==> src/rtl/spi_target_mode3_if.sv <==
// spi_target_mode3_if: SPI pins plus TX/RX byte handshakes and status of the mode 3 SPI target
interface spi_target_mode3_if #(
    parameter int CFG_FIFO_DEPTH = 4
);
    localparam int CW = $clog2(CFG_FIFO_DEPTH) + 1;
    logic          SPISCLKI;
    logic          SPISSI;
    logic          SPISDI;
    logic          SPISDO;
    logic          SPIOEN;
    logic [7:0]    TXDATA;
    logic          TXVALID;
    logic          TXREADY;
    logic [7:0]    RXDATA;
    logic          RXVALID;
    logic          RXREADY;
    logic          TXUNDERRUN;
    logic          RXOVERRUN;
    logic          FRAMEERR;
    logic          BUSY;
    logic [CW-1:0] TXCOUNT;
    modport slave (
        input  SPISCLKI, SPISSI, SPISDI, TXDATA, TXVALID, RXREADY,
        output SPISDO, SPIOEN, TXREADY, RXDATA, RXVALID, TXUNDERRUN, RXOVERRUN, FRAMEERR, BUSY, TXCOUNT
    );
    modport master (
        output SPISCLKI, SPISSI, SPISDI, TXDATA, TXVALID, RXREADY,
        input  SPISDO, SPIOEN, TXREADY, RXDATA, RXVALID, TXUNDERRUN, RXOVERRUN, FRAMEERR, BUSY, TXCOUNT
    );
endinterface

==> src/rtl/spi_target_mode3.sv <==
// spi_target_mode3: oversampled SPI mode 3 target with TX FIFO and RX output register
module spi_target_mode3 #(
    parameter int         CFG_FIFO_DEPTH    = 4,
    parameter logic [7:0] CFG_UNDERRUN_BYTE = 8'hFF
) (
    input logic PCLK,
    input logic PRESET,
    spi_target_mode3_if.slave bus
);
    localparam int AW = $clog2(CFG_FIFO_DEPTH);
    localparam int CW = AW + 1;

    typedef enum logic [1:0] {IDLE, BYTE_START, SHIFT} state_t;

    state_t        state, state_n;
    logic [2:0]    sclk_q, ss_q;
    logic [1:0]    sdi_q;
    logic [2:0]    bit_cnt;
    logic [7:0]    tx_shift, rx_shift, rx_data;
    logic          rx_valid, underrun, overrun, frame_err;
    logic [7:0]    mem [CFG_FIFO_DEPTH];
    logic [AW-1:0] wr_ptr, rd_ptr;
    logic [CW-1:0] count;
    logic          load, rx_sh, tx_sh, done, ferr;

    // Edges come from synchroniser output vs. history flop, so they act 3 cycles after the pin
    wire sclk_rise = sclk_q[1] & ~sclk_q[2];
    wire sclk_fall = ~sclk_q[1] & sclk_q[2];
    wire ss_rise   = ss_q[1] & ~ss_q[2];
    wire ss_fall   = ~ss_q[1] & ss_q[2];
    wire empty     = count == '0;
    wire push      = bus.TXVALID && bus.TXREADY;
    wire pop       = load && !empty;
    wire [7:0] rx_byte = {rx_shift[6:0], sdi_q[1]};

    always_comb begin
        state_n = state;
        load    = 1'b0;
        rx_sh   = 1'b0;
        tx_sh   = 1'b0;
        done    = 1'b0;
        ferr    = 1'b0;
        if (ss_rise) begin
            state_n = IDLE;
            ferr    = state == SHIFT && bit_cnt != '0;
        end else begin
            case (state)
                IDLE:       state_n = ss_fall ? BYTE_START : IDLE;
                BYTE_START: begin
                    load    = sclk_fall;
                    state_n = sclk_fall ? SHIFT : BYTE_START;
                end
                SHIFT:      begin
                    rx_sh   = sclk_rise;
                    tx_sh   = sclk_fall && bit_cnt != '0;
                    done    = sclk_rise && bit_cnt == 3'd7;
                    state_n = done ? BYTE_START : SHIFT;
                end
                default:    state_n = IDLE;
            endcase
        end
    end

    always_ff @(posedge PCLK) begin
        if (PRESET) begin
            state     <= IDLE;
            sclk_q    <= 3'b111;
            ss_q      <= 3'b111;
            sdi_q     <= 2'b00;
            bit_cnt   <= '0;
            tx_shift  <= '0;
            rx_shift  <= '0;
            rx_data   <= '0;
            rx_valid  <= 1'b0;
            underrun  <= 1'b0;
            overrun   <= 1'b0;
            frame_err <= 1'b0;
            wr_ptr    <= '0;
            rd_ptr    <= '0;
            count     <= '0;
        end else begin
            state     <= state_n;
            sclk_q    <= {sclk_q[1:0], bus.SPISCLKI};
            ss_q      <= {ss_q[1:0], bus.SPISSI};
            sdi_q     <= {sdi_q[0], bus.SPISDI};
            bit_cnt   <= (ss_rise || state == IDLE) ? '0 : rx_sh ? bit_cnt + 3'd1 : bit_cnt;
            tx_shift  <= load ? (empty ? CFG_UNDERRUN_BYTE : mem[rd_ptr]) :
                         tx_sh ? {tx_shift[6:0], 1'b0} : tx_shift;
            rx_shift  <= rx_sh ? rx_byte : rx_shift;
            underrun  <= load && empty;
            overrun   <= done && rx_valid && !bus.RXREADY;
            frame_err <= ferr;
            // A completed byte may land in the same cycle the consumer takes the old one
            if (done && (!rx_valid || bus.RXREADY)) begin
                rx_data  <= rx_byte;
                rx_valid <= 1'b1;
            end else if (bus.RXREADY) begin
                rx_valid <= 1'b0;
            end
            wr_ptr    <= push ? wr_ptr + AW'(1) : wr_ptr;
            rd_ptr    <= pop ? rd_ptr + AW'(1) : rd_ptr;
            count     <= count + CW'(push) - CW'(pop);
        end
    end

    always_ff @(posedge PCLK) begin
        if (push) mem[wr_ptr] <= bus.TXDATA;
    end

    assign bus.SPISDO     = tx_shift[7];
    assign bus.SPIOEN     = state != IDLE;
    assign bus.BUSY       = state != IDLE;
    assign bus.TXREADY    = count < CW'(CFG_FIFO_DEPTH);
    assign bus.TXCOUNT    = count;
    assign bus.RXDATA     = rx_data;
    assign bus.RXVALID    = rx_valid;
    assign bus.TXUNDERRUN = underrun;
    assign bus.RXOVERRUN  = overrun;
    assign bus.FRAMEERR   = frame_err;
endmodule

==> src/flat_wrapper.sv <==
// flat-port wrapper written by rule: the top's interface ports become plain ports
module spi_target_mode3_flat 
#(
    parameter int         CFG_FIFO_DEPTH    = 4,
    parameter logic [7:0] CFG_UNDERRUN_BYTE = 8'hFF
)
  (PCLK, PRESET, bus_SPISCLKI, bus_SPISSI, bus_SPISDI, bus_TXDATA, bus_TXVALID, bus_RXREADY, bus_SPISDO, bus_SPIOEN, bus_TXREADY, bus_RXDATA, bus_RXVALID, bus_TXUNDERRUN, bus_RXOVERRUN, bus_FRAMEERR, bus_BUSY, bus_TXCOUNT);
  spi_target_mode3_if #(.CFG_FIFO_DEPTH(CFG_FIFO_DEPTH)) bus_i ();
  input logic PCLK;
  input logic PRESET;
  input wire logic [$bits(bus_i.SPISCLKI)-1:0] bus_SPISCLKI;
  input wire logic [$bits(bus_i.SPISSI)-1:0] bus_SPISSI;
  input wire logic [$bits(bus_i.SPISDI)-1:0] bus_SPISDI;
  input wire logic [$bits(bus_i.TXDATA)-1:0] bus_TXDATA;
  input wire logic [$bits(bus_i.TXVALID)-1:0] bus_TXVALID;
  input wire logic [$bits(bus_i.RXREADY)-1:0] bus_RXREADY;
  output wire logic [$bits(bus_i.SPISDO)-1:0] bus_SPISDO;
  output wire logic [$bits(bus_i.SPIOEN)-1:0] bus_SPIOEN;
  output wire logic [$bits(bus_i.TXREADY)-1:0] bus_TXREADY;
  output wire logic [$bits(bus_i.RXDATA)-1:0] bus_RXDATA;
  output wire logic [$bits(bus_i.RXVALID)-1:0] bus_RXVALID;
  output wire logic [$bits(bus_i.TXUNDERRUN)-1:0] bus_TXUNDERRUN;
  output wire logic [$bits(bus_i.RXOVERRUN)-1:0] bus_RXOVERRUN;
  output wire logic [$bits(bus_i.FRAMEERR)-1:0] bus_FRAMEERR;
  output wire logic [$bits(bus_i.BUSY)-1:0] bus_BUSY;
  output wire logic [$bits(bus_i.TXCOUNT)-1:0] bus_TXCOUNT;
  assign bus_i.SPISCLKI = bus_SPISCLKI;
  assign bus_i.SPISSI = bus_SPISSI;
  assign bus_i.SPISDI = bus_SPISDI;
  assign bus_i.TXDATA = bus_TXDATA;
  assign bus_i.TXVALID = bus_TXVALID;
  assign bus_i.RXREADY = bus_RXREADY;
  assign bus_SPISDO = bus_i.SPISDO;
  assign bus_SPIOEN = bus_i.SPIOEN;
  assign bus_TXREADY = bus_i.TXREADY;
  assign bus_RXDATA = bus_i.RXDATA;
  assign bus_RXVALID = bus_i.RXVALID;
  assign bus_TXUNDERRUN = bus_i.TXUNDERRUN;
  assign bus_RXOVERRUN = bus_i.RXOVERRUN;
  assign bus_FRAMEERR = bus_i.FRAMEERR;
  assign bus_BUSY = bus_i.BUSY;
  assign bus_TXCOUNT = bus_i.TXCOUNT;
  spi_target_mode3 #(.CFG_FIFO_DEPTH(CFG_FIFO_DEPTH), .CFG_UNDERRUN_BYTE(CFG_UNDERRUN_BYTE)) u_core (.PCLK(PCLK), .PRESET(PRESET), .bus(bus_i));
endmodule
==> config.mk <==
export PLATFORM = sky130hd
export DESIGN_NAME = spi_target_mode3_flat
export DESIGN_NICKNAME = d
export VERILOG_FILES = /design/src/rtl/spi_target_mode3_if.sv /design/src/rtl/spi_target_mode3.sv /design/src/flat_wrapper.sv
export SDC_FILE = /design/constraint.sdc
export NUM_CORES = 1
export LEC_CHECK = 0
export BUFFER_PORTS_ARGS = -buffer_cell sky130_fd_sc_hd__buf_2
export CAP_MARGIN = 20
export CORE_UTILIZATION = 45
export CTS_CLUSTER_SIZE = 30
export DETAILED_ROUTE_END_ITERATION = 10
export HOLD_SLACK_MARGIN = 0.15
export SETUP_SLACK_MARGIN = 0.02
export SLEW_MARGIN = 5
export SYNTH_ARGS = -nofsm -noshare
export SYNTH_HDL_FRONTEND = slang
export SYNTH_SLANG_ARGS = --single-unit
==> constraint.sdc <==
create_clock -name PCLK -period 3.1 [get_ports PCLK]
set_clock_uncertainty 0.2 [all_clocks]
set_input_delay 0.62 -clock PCLK [delete_from_list [all_inputs] [get_ports PCLK]]
set_output_delay 0.62 -clock PCLK [all_outputs]
set_load 0.01 [all_outputs]
==> Yosys cells after proc, flatten, opt, wreduce, memory -nomap -nowiden <==
Memory sizes are Yosys's and may differ from the RTL's. A register that Yosys moved wholly into a read port is not among the register bits.
Cells that the tools add are included.
{ "op_classes": {"addsub": 5, "bitwise": 9, "eq_ne": 3, "magnitude_cmp": 1, "n_reduce_logical": 23, "muxes": 21} }
{ "ops": {"columns": ["cell", "count"], "rows": [
  ["$mux W8", 3],
  ["$mux W1", 13],
  ["$logic_and A1 B1 Y1", 9],
  ["$mux W2", 4],
  ["$pmux W2 S3", 1],
  ["$reduce_bool A2 Y1", 3],
  ["$reduce_or A2 Y1", 3],
  ["$not A1 Y1", 5],
  ["$add A2 B1 Y2 const B", 2],
  ["$and A1 B1 Y1", 4],
  ["$add A3 B1 Y3", 1],
  ["$add A3 B1 Y3 const B", 1],
  ["$eq A3 B3 Y1 const B", 1],
  ["$logic_not A1 Y1", 3],
  ["$logic_not A3 Y1", 1],
  ["$lt A3 B3 Y1 const B", 1],
  ["$reduce_bool A3 Y1", 1],
  ["$sub A3 B1 Y3", 1],
  ["$eq A2 B1 Y1 const B", 1],
  ["$eq A2 B2 Y1 const B", 1],
  ["$logic_not A2 Y1", 1],
  ["$logic_or A1 B1 Y1", 2]
]} }
{ "word_totals": {"out_inout_bits": 19, "n_memories": 1, "elab_cells": 78, "ram_bits": 32, "register_bits": 47} }
{ "memory_table": {"columns": ["name", "words", "width", "read_ports", "rd_clocked_by_memory_dff", "write_ports", "line_no", "source"], "rows": [
  ["u_core.mem", 4, 8, 1, 1, 1, "spi_target_mode3.sv:21", "logic [7:0] mem [CFG_FIFO_DEPTH];"]
]} }

==> Longest topological paths before layout <==
{ "depth": {"word_depth": 7, "depth_mapped": 13, "depth_no_buf": 11} }

==> Worst setup path after synthesis <==
Ideal clock, no wire load.
{ "synth_path": {"kind": "reg2reg", "startpoint": "register u_core.count[1], in the netlist u_core.bus.TXCOUNT[1]", "endpoint": "register u_core.count[2], in the netlist u_core.bus.TXCOUNT[2]", "required_ns": 2.772, "arrival_ns": 2.173, "n_path_buf": 1, "setup_slack_ns": 0.599, "path_stages_with_launch": 13, "cell_sequence": "dfxtp_1 -> or3_4 -> nand4_2 -> buf_6 -> inv_2 -> ha_1 -> inv_1 -> ha_1 -> inv_1 -> fa_1 -> xnor2_1 -> xnor2_1 -> nor2_1"} }
{ "synth_via": {"elab_chain_cells": 4, "word_cells_on_any_way": 7, "cone_classes": "add/sub: 2; order compare: 1; reduce/logical: 4"} }
{ "synth_lines": {"columns": ["item", "line_no", "source"], "rows": [
  ["from (decl)", "spi_target_mode3.sv:23", "logic [CW-1:0] count;"],
  ["from (signal assigned)", "spi_target_mode3.sv:102", "count <= count + CW'(push) - CW'(pop);"],
  ["$logic_not A3 Y1", "spi_target_mode3.sv:31", "wire empty = count == '0;"],
  ["$logic_not A1 Y1", "spi_target_mode3.sv:33", "wire pop = load && !empty;"],
  ["$logic_and A1 B1 Y1", "spi_target_mode3.sv:33", null],
  ["named net u_core.pop", "spi_target_mode3.sv:33", null],
  ["$sub A3 B1 Y3", "spi_target_mode3.sv:102", null]
]} }
The timed path passes the listed nets, and every way through them passes these cells.
A chain may end at the register's enable or synchronous reset.

==> Worst setup path in the final report <==
{ "layout_path": {"startpoint": "register u_core.state[0]", "endpoint": "register u_core.count[2], in the netlist u_core.bus.TXCOUNT[2]"} }
{ "layout_via": {"elab_chain_cells": 5} }
{ "layout_lines": {"columns": ["item", "line_no", "source"], "rows": [
  ["from (decl)", "spi_target_mode3.sv:15", "state_t state, state_n;"],
  ["from (signal assigned)", "spi_target_mode3.sv:82", "state <= state_n;"],
  ["$eq A2 B1 Y1", "spi_target_mode3.sv:47", "case (state)"],
  ["$mux W1", "spi_target_mode3.sv:47", null],
  ["$mux W1", "spi_target_mode3.sv:43", "if (ss_rise) begin"],
  ["$logic_and A1 B1 Y1", "spi_target_mode3.sv:33", null],
  ["named net u_core.pop", "spi_target_mode3.sv:33", null],
  ["$sub A3 B1 Y3", "spi_target_mode3.sv:102", null]
]} }
The timed path passes the listed nets, and every way through them passes these cells.

==> summary.md <==
| Metric | Value |
|---|---|
| Status | completed |
| CTS tree | built |
| Worst Max-Slew Pin Slew | 0.690 ns |
| Hold Vio Cnt, Final | 0 |
| Num ports | 34 |
| Cell count after synthesis | 264 |
| DR pass1 iterations | 4 |
| First-pass GRT wire length | 8850 um |
| Total track usage | 15.8% |
| LEAKAGE | around 1.4 nW |
| CP max-delay cell | dfxtp_1 |
| Clock slew at reported path FFs | 0.08 ns |
| Die H | 87.4 um |
| Fin crit share | 79.7% |
| Hold_ws | 0.212 ns |
| Headroom to the max-slew limit | 54.0% |
| Final min period | 2.47 ns |
| Die Wd | 87.4 um |
| HP Start | u_core.ss_q[0] |
| Number of synthesized register bits | 81 |
| Unique cell type count in the Yosys netlist | 42 |
| R2R cell count | 11 |
| Layout cells sized above 1 | 28.1% |
| Setup crit start kind | flop |
| Dpl ws | 0.610 ns |
| WL per Instance | between 10 and 15 um |
| Iter 0 DRT Violations | 66 |
| Area grow syn2layout | 13.2% |
| Largest net degree at the start of global routing | 39 |
| # rows | 30 |
| Diodes inserted | 0 |
| Clk sink count | just over 80 |
| Post-route ant nets | 0 |
| Fmax | 405 MHz |
| Vias in the first global route | about 1.8k |
| FILL cells | 636 |
| Util after Layout | 53.8% |
| Final Max Tran Viols | 0 |
| Post-CTS setup buffer count | 0 |
| Worst vdd ir | 0.335 mV |
| Max FO, Critical Path | 11 |
| Worst min path class | reg2reg |
| Total Routed Length | about 5300 um |
| Critical Path Max Stage Delay | 0.39 ns |
| Hold endpoint | u_core.ss_q[1] |
| Routability congestion estimate | about 0.74 |
| Synth Area in XOR/XNOR | 1.33% |
| CP Cell Sequence | nor2b_4, nand4_2, inv_2, ha_1, inv_1, ha_1, inv_1, fa_1, xnor2_1, xnor2_1, nor2_1 |
| Root Driver | clkbuf_8 |
| WS Path Type | reg2reg |
| Hpwl dp | 3650 um |
| Max-cap violations | 0 |
| Post-synthesis adder-cell area fraction | under 10% |
| Endpoints failing setup | 0 |
| Async set-or-reset flop fraction in the synthesized netlist | 0% |
| IO buf count | 33 |
| Count of non-filler cells in the finished layout | 398 |
| Post-synthesis mux area share | 7.93% |
| Post-synth EDFFs | 32 |
| Dpl cells | 382 |
| Hold depth | 1 |
| Hold buffers post-CTS | 0 |
| Worst setup margin | 0.630 ns |
| Top_reg_cell synth | dfxtp_1 |
| R2r setup slk | 0.63 ns |
| Clk buf depth | 2 |
| Avg Inst Size Synth | around 12 um2 |
| RSZ-0062 raised after global routing | false |
| Pwr Density | 625 nW/um2 |
| Total CTS buffers | 9 |
| # DRC | 0 |
| Antenna violations before repair | 0 |
| Post-Synth Simple-Gate Area | 15.5% |
| Sequential-to-total area share from yosys stat | between 50% and 60% |
| Routed via count | ~1.9k |
| Nets | 322 |
| Commonest non-fill, non-tap cell in the layout | dfxtp_1 |
| Synth Area in Compound Gates | 7.59% |
| Setup TNS | 0 ns |
| Routed vias/inst | 4.85 |
| Syn Nets | 289 |
| CTS H-Tree Depth | 3 |
| Resized Gates After CTS | 0 |
| Die area | 7640 um2 |
| Core area | 6910 um2 |
| Worst-Skew Late Latency | between 0.3 and 0.4 ns |
| End of the worst register-to-register path | u_core.bus.TXCOUNT[2] |
| Arrival time worst endpoint | around 2.5 ns |
| Most frequent cells in the layout | dfxtp_1 (49), buf_2 (33), nor2_1 (32), edfxtp_1 (32), inv_1 (18) |
| Yosys warnings | 0 |
| Initial Utilization | 47.5% |
| Worst setup EP type | flop |
| Congestion Overflow GR | 0 |
| Largest family of logic cells by synthesized area | simple AND/OR/NAND/NOR gates |
| Synthesized area | 3280 um2 |
| CP Data Required Time | between 3 and 4 ns |
| FF-to-FF Start | u_core.state[0] |
==> critical path, delay by kind of cell, from the launching register on <==
kind,cells,cell delay [ns]
flip-flops,1,0.39
adder cells (fa/ha/maj),3,0.73
buffers and inverters,3,0.19
XOR/XNOR,2,0.31
AND/OR/NAND/NOR,3,0.53
==> per-stage QoR <==
step	total power, W	instance area (um2)
2_1_floorplan	0.00147	3280
3_3_place_gp	0.00155	3510
3_5_place_dp	0.00156	3510
4_1_cts	0.00235	3710
5_1_grt	0.00244	3710
6_report	0.00232	3710
==> sequential cells by signal, summed over array words and instances, names as in the netlist, named ones only <==
signal / count
u_core.bus.FRAMEERR: 1
u_core.bus.TXCOUNT: 3
u_core.tx_shift: 8
u_core.rx_shift: 7
u_core.bus.TXUNDERRUN: 1
u_core.state: 2
u_core.mem: 32
u_core.bus.RXOVERRUN: 1
u_core.ss_q: 3
u_core.wr_ptr: 2
u_core.bit_cnt: 3
u_core.bus.RXVALID: 1
u_core.bus.RXDATA: 8
u_core.sdi_q: 2
u_core.rd_ptr: 2
u_core.sclk_q: 3
==> layout make-up <==
type                            instances  area, um2  area share [%]
Tap cell                               96        120            3.23
Sequential cell                        81       1940            52.3
Clock inverter                          7       82.6            2.22
Inverter                               19       71.3            1.92
Timing Repair Buffer                   35        180            4.85
Multi-Input combinational cell        151       1190            32.1
Clock buffer                            9        124            3.34
==> metal layers <==
| layer | global-route usage, % | wire (um) | up-vias |
|---|---|---|---|
| met2 | 24.9 | 2470 | 35 |
| met3 | 3.98 | 179 | 10 |
| li1 | - | - | 980 |
| met4 | 9.39 | 127 | 0 |
| met5 | 0 | 0 | - |
| met1 | 19.5 | 2510 | 907 |
==> power breakdown <==
| group | internal [W] | switching (W) |
|---|---|---|
| sequential | 0.00120 | 0.0000438 |
| combinational | 0.000129 | 0.000156 |
| clock | 0.000386 | 0.000405 |
==> synth_stat cells, drive strengths merged (4+ instances only) <==
cell type	instances	area (um2)
or2	7	43.8
ha	9	113
mux2i	8	80.1
inv	19	71.3
nand3	11	67.6
buf	8	55.1
dfxtp	49	981
mux4	8	180
nor2b	7	51.3
xnor2	5	43.8
edfxtp	32	961
o32ai	8	123
nand2	14	55.1
and2	5	31.3
clkbuf	5	18.8
nor2	33	131
nand2b	4	25.0
a21oi	15	75.1
==> worst max path at each step <==
stage / start / endpoint / slack [ns]
after floorplan: u_core.bus.TXCOUNT[1] / u_core.bus.TXCOUNT[2] / 0.60
after global placement: u_core.bus.TXCOUNT[1] / u_core.bus.TXCOUNT[2] / 0.68
after detailed placement: u_core.state[0] / u_core.bus.TXCOUNT[2] / 0.61
after CTS: u_core.state[0] / u_core.bus.TXCOUNT[2] / 0.60
after global routing: u_core.state[0] / u_core.bus.TXCOUNT[2] / 0.42
final: u_core.state[0] / u_core.bus.TXCOUNT[2] / 0.63
==> cells by family (layout without fill, tap and decap cells) <==
group	Yosys count	in the layout
buf+inv	32	70
xor+xnor	5	5
mux	16	16
compound gates	28	28
simple gates	92	92
fa+ha+maj	10	10
flops	81	81
Note: power is estimated with default switching activity, not from simulation.
